### src/rtl/rr_arbiter8_pkg.sv
// Shared definitions for the 8-way round-robin / fixed-priority arbiter:
// FSM state encodings, requester count, id width and a rotate helper.
package rr_arbiter8_pkg;

    localparam int NUM_REQ = 8;
    localparam int ID_W    = 3;

    typedef enum logic {
        ST_IDLE = 1'b0,
        ST_BUSY = 1'b1
    } state_t;

    // Rotate a request vector right by sh, so bit sh lands on bit 0.
    function automatic logic [NUM_REQ-1:0] rotr(input logic [NUM_REQ-1:0] d,
                                                input logic [ID_W-1:0]    sh);
        logic [2*NUM_REQ-1:0] dd;
        dd = {d, d} >> sh;
        return dd[NUM_REQ-1:0];
    endfunction

endpackage

### src/rtl/rr_arbiter8_prio_enc8.sv
// 8-to-3 priority encoder. LOWEST_FIRST=1 picks the lowest set bit,
// otherwise the highest set bit wins. v flags that any bit is set.
module prio_enc8
    import rr_arbiter8_pkg::*;
#(
    parameter bit LOWEST_FIRST = 1'b0
) (
    input  logic [NUM_REQ-1:0] d,
    output logic [ID_W-1:0]    q,
    output logic               v
);

    // Scan toward the winning end so the last match is the priority winner.
    always_comb begin
        // NOTE: every output gets a default before any branch, so no latch is inferred.
        q = '0;
        v = |d;
        if (LOWEST_FIRST) begin
            for (int i = NUM_REQ - 1; i >= 0; i--) begin
                if (d[i]) q = ID_W'(i);
            end
        end else begin
            for (int i = 0; i < NUM_REQ; i++) begin
                if (d[i]) q = ID_W'(i);
            end
        end
    end

endmodule

### src/rtl/rr_arbiter8.sv
// Eight-requester arbiter with round-robin or fixed priority, a hold
// limit of MAX_HOLD cycles (legal 2..255, 2^CNT_W > MAX_HOLD) and one
// idle bubble between grants. The owner's done strobe is release_strb
// because "release" is a reserved word.
module rr_arbiter8
    import rr_arbiter8_pkg::*;
#(
    parameter int MAX_HOLD = 16,
    parameter int CNT_W    = 8
) (
    input  logic       clk,
    input  logic       rst,
    input  logic [7:0] req,
    input  logic       release_strb,
    input  logic       fixed_mode,
    output logic [7:0] gnt,
    output logic [2:0] gnt_id,
    output logic       gnt_valid,
    output logic       timeout
);

    localparam logic [CNT_W-1:0] HOLD_LIM = CNT_W'(MAX_HOLD);

    state_t             state, state_nxt;
    logic [ID_W-1:0]    ptr, ptr_nxt;
    logic [CNT_W-1:0]   hold_cnt, hold_cnt_nxt;
    logic [NUM_REQ-1:0] gnt_nxt;
    logic [ID_W-1:0]    gnt_id_nxt;
    logic               timeout_nxt;

    logic [NUM_REQ-1:0] req_rot;
    logic [ID_W-1:0]    fix_q, rot_q, winner;
    logic               fix_v, rot_v, any_req;
    logic               owner_req, at_limit, busy_end;

    assign req_rot = rotr(req, ptr);

    prio_enc8 #(.LOWEST_FIRST(1'b0)) u_enc_fixed (
        .d (req),
        .q (fix_q),
        .v (fix_v)
    );

    prio_enc8 #(.LOWEST_FIRST(1'b1)) u_enc_rr (
        .d (req_rot),
        .q (rot_q),
        .v (rot_v)
    );

    // Round-robin index is relative to ptr; the 3-bit add wraps mod 8.
    assign any_req   = fixed_mode ? fix_v : rot_v;
    assign winner    = fixed_mode ? fix_q : rot_q + ptr;
    assign owner_req = req[gnt_id];
    assign at_limit  = (hold_cnt == HOLD_LIM);
    assign busy_end  = release_strb || !owner_req || at_limit;
    assign gnt_valid = |gnt;

    // Next-state logic: grant from IDLE, hold or release from BUSY.
    always_comb begin
        state_nxt    = state;
        ptr_nxt      = ptr;
        hold_cnt_nxt = hold_cnt;
        gnt_nxt      = gnt;
        gnt_id_nxt   = gnt_id;
        timeout_nxt  = 1'b0;
        case (state)
            ST_IDLE: begin
                if (any_req) begin
                    gnt_nxt      = NUM_REQ'(1) << winner;
                    gnt_id_nxt   = winner;
                    hold_cnt_nxt = CNT_W'(1);
                    state_nxt    = ST_BUSY;
                end
            end
            ST_BUSY: begin
                if (busy_end) begin
                    gnt_nxt     = '0;
                    ptr_nxt     = gnt_id + ID_W'(1);
                    state_nxt   = ST_IDLE;
                    // release wins over the limit, so a coinciding release never times out
                    timeout_nxt = !release_strb && owner_req && at_limit;
                end else begin
                    hold_cnt_nxt = hold_cnt + CNT_W'(1);
                end
            end
            default: state_nxt = ST_IDLE;
        endcase
    end

    // State and output registers with synchronous reset.
    always_ff @(posedge clk) begin
        // NOTE: sequential state uses non-blocking assignments so every register samples pre-edge values.
        if (rst) begin
            state    <= ST_IDLE;
            ptr      <= '0;
            hold_cnt <= '0;
            gnt      <= '0;
            gnt_id   <= '0;
            timeout  <= 1'b0;
        end else begin
            state    <= state_nxt;
            ptr      <= ptr_nxt;
            hold_cnt <= hold_cnt_nxt;
            gnt      <= gnt_nxt;
            gnt_id   <= gnt_id_nxt;
            timeout  <= timeout_nxt;
        end
    end

endmodule

### config.mk
export PLATFORM = sky130hd
export DESIGN_NAME = rr_arbiter8
export DESIGN_NICKNAME = d
export VERILOG_FILES = /design/src/rtl/rr_arbiter8_pkg.sv /design/src/rtl/rr_arbiter8_prio_enc8.sv /design/src/rtl/rr_arbiter8.sv
export SDC_FILE = /design/constraint.sdc
export NUM_CORES = 1
export LEC_CHECK = 0
export ABC_AREA = 1
export CORE_MARGIN = 3
export CORE_UTILIZATION = 40
export CTS_CLUSTER_SIZE = 25
export DETAILED_ROUTE_END_ITERATION = 7
export GPL_TIMING_DRIVEN = 0
export HOLD_SLACK_MARGIN = 0.05
export SLEW_MARGIN = 20
export SYNTH_ARGS = -nofsm -noshare
export SYNTH_HDL_FRONTEND = slang
export SYNTH_SLANG_ARGS = --single-unit
### constraint.sdc
create_clock -name clk -period 3.6 [get_ports clk]
set_input_delay 1.08 -clock clk [delete_from_list [all_inputs] [get_ports clk]]
set_output_delay 1.08 -clock clk [all_outputs]
set_load 0.05 [all_outputs]
==> summary.md <==
| Metric | Value |
|---|---|
| Status | `finished clean` |
| Mapped Cells | `274` |
| Final setup vio count | `0` |
| Number of diodes | `0` |
| Final worst-path cycle share | `91.4%` |
| CP Capture Point | `gnt[4]` |
| R2R depth | `18` |
| CP Capture Type | `register` |
| Slew Limit Fails | `0` |
| Placer Congestion | `0.789` |
| CTS tree | `built` |
| Element type at the critical path start | `primary input` |
| First-pass DRT Iterations | `5` |
| Die ar. | `0.00542 sq mm` |
| Post-Syn Area | `0.00183 sq mm` |
| Die height | `73.6 um` |
| Core ar. | `0.00420 sq mm` |
| Reg-to-reg endpoint | `gnt[4]` |
| Area after DPL | `0.00212 sq mm` |
| Slew @ Worst Pin | `0.501 ns` |
| Vias per cell | `5.21` |
| Commonest non-fill, non-tap cell in the layout | `nand2_1` |
| Gr usage total | `18.4%` |
| Relative slew slack | `66.5%` |
| DRC Markers | `0` |
| YS warnings | `0` |
| Sequential-to-total area share from yosys stat | `26.3%` |
| P_leak | `0.915 nW` |
| Top FF cell, synth | `dfxtp_1` |
| Yosys reg bits | `24` |
| Starting Density | `43.5%` |
| Crit path DAT | `3.50 ns` |
| Nets@finish | `322` |
| IO Port Bufs | `23` |
| Pwr Total | `0.973 mW` |
| Worst-Skew Late Latency | `0.28 ns` |
| Reg2reg start | `ptr[1]` |
| DP Worst Slack | `-0.645 ns` |
| Ports | `25` |
| Worst setup startpoint | `req[2]` |
| Max VDD drop | `0.300 mV` |
| CP Class | `primary input to register` |
| Chip width | `73.6 um` |
| Final ANT Viol Nets | `0` |
| Final non-filler cell total | `354` |
| FFs w/ async S/R, synth | `0%` |
| Num rows | `23` |
| Layout area overhead | `19.5%` |
| Commonest cells after routing, fill and taps aside | `nand2_1, nand3_1, dfxtp_1` |
| Worst-path clk slew | `0.09 ns` |
| Total gr overflow | `0` |
| HP Class | `register to register` |
| Post-DP HPWL | `3.47 mm` |
| CTS sink count | `24` |
| Clock Path Buffers | `2` |
| EDFF count, synth | `0` |
| First-pass GRT wire length | `7.89 mm` |
| Via count | `1843` |
| Initial antenna violation count | `0` |
| Syn_nets | `291` |
| Post-synth cell types | `38` |
| Total CTS buffers | `3` |
| Worst-path fanout max | `4` |
| Max Cap Viol | `0` |
| Min Tclk post-route | `3.29 ns` |
| R2r setup slk | `0.68 ns` |
| 1st-iter DRT viols | `97` |
| Required time worst endpoint | `3.81 ns` |
| Setup slack after layout | `0.310 ns` |
| Fin. Hold Viols | `0` |
| Pwr Density | `445 mW/mm^2` |
| Syn avg cell area | `6.68 sq um` |
| Root Driver | `clkbuf_8` |
| Maximum number of pins on one net before global-route repair | `15` |
| Final wirelength | `4.54 mm` |
| Fmax | `304 MHz` |
| Number of global-route vias before repair | `1759` |
| Share of cells above drive strength 1 | `21.4%` |
| Max Clock Skew | `0.00513 ns` |
| Cell area after layout | `0.00219 sq mm` |
| Wirelength per Cell | `12.8 um` |
| H-tree levels | `1` |
| Placed cells | `347` |
## where the power goes
| part | switching [mW] | internal (mW) |
|---|---|---|
| clock | 0.0947 | 0.149 |
| sequential | 0.0219 | 0.285 |
| combinational | 0.272 | 0.151 |
## synthesized netlist by cell type (all sizes together) (2+ instances only)
cell,n,share of area (%)
clkbuf,2,0.41
nor2,29,6.6
a21oi,22,7.0
buf,4,2.1
nand4,8,3.6
inv,21,4.7
nor3,5,1.4
nor4,3,1.0
ha,4,2.7
dfxtp,24,26
xor2,4,1.9
nand2,87,21
nand3,37,12
o21ai,12,3.9
o211ai,2,0.82
or2,3,1.0
## metrics by stage
step	setup TNS, ns	hold slack (ns)	util [%]
after floorplan	0	0.466	-
after global placement	-4.94	0.480	50.5
after detailed placement	-4.61	0.478	50.5
after CTS	0	0.497	52.5
after global routing	-0.00684	0.515	52.0
final	0	0.494	52.0
## worst max-delay path, cell delays in order
cell      delay (ns)
clkbuf_2        0.13
nand2_1         0.08
nand3_1         0.11
nand3_1         0.08
nand2_1         0.12
a31oi_1         0.09
o21ai_0         0.16
nand2_1         0.07
a21boi_1        0.14
ha_1            0.18
fa_1            0.40
nand2_1         0.08
o21ai_0         0.09
nor2_2          0.19
inv_1           0.10
nor3_2          0.16
nand3_1         0.10
a21oi_1         0.13
## state kept, by name, summed over array words and instances (netlist names)
register  count
timeout       1
ptr           3
gnt           8
state         1
gnt_id        3
hold_cnt      8
## layer usage
| metal | GRT usage (%) | wire (um) | part of all wire (%) |
|---|---|---|---|
| met1 | 27.3 | 2450 | 54 |
| met2 | 27.3 | 1830 | 40 |
| met3 | 3.28 | 219 | 4.8 |
| met4 | 4.23 | 46 | 1.0 |
| met5 | 0 | 0 | 0 |
## worst min path at each step
stage / startpoint / to / cells past startpoint
after global routing: gnt[5] / gnt[5] / 2
after CTS: gnt[4] / gnt[4] / 2
after global placement: hold_cnt[7] / hold_cnt[7] / 2
after floorplan: hold_cnt[7] / hold_cnt[7] / 2
after detailed placement: gnt[4] / gnt[4] / 2
final: gnt[5] / gnt[5] / 2
## timing repair
item                                    CTS  global route
hold buffers                              0             0
endpoints found under the hold margin     0             0
buffers inserted                          2             1
gates cloned                              0             0
resized for setup                        10            18
pin swaps                                 1             2
endpoints found under the setup margin    8             8
## logic make-up (layout without fill, tap and decap cells)
| family | Yosys count | in the layout | synth area share (%) |
|---|---|---|---|
| AO/OA/AOI/OAI | 38 | 38 | 12.5 |
| XOR/XNOR | 5 | 5 | 2.39 |
| adder cells (fa/ha/maj) | 5 | 5 | 3.83 |
| buffers and inverters | 28 | 58 | 7.39 |
| flip-flops | 24 | 24 | 26.3 |
| AND/OR/NAND/NOR | 174 | 174 | 47.6 |
## layout make-up
class,count,area [sq um]
clock buffer,3,41.3
inverter,22,90.1
fill,443,2020
tap,50,62.6
clock inverter,1,30.0
multi-input combinational,222,1220
buffer,6,45.0
sequential,24,480
timing repair buffer,26,213
Note: power is estimated with default switching activity, not from simulation.
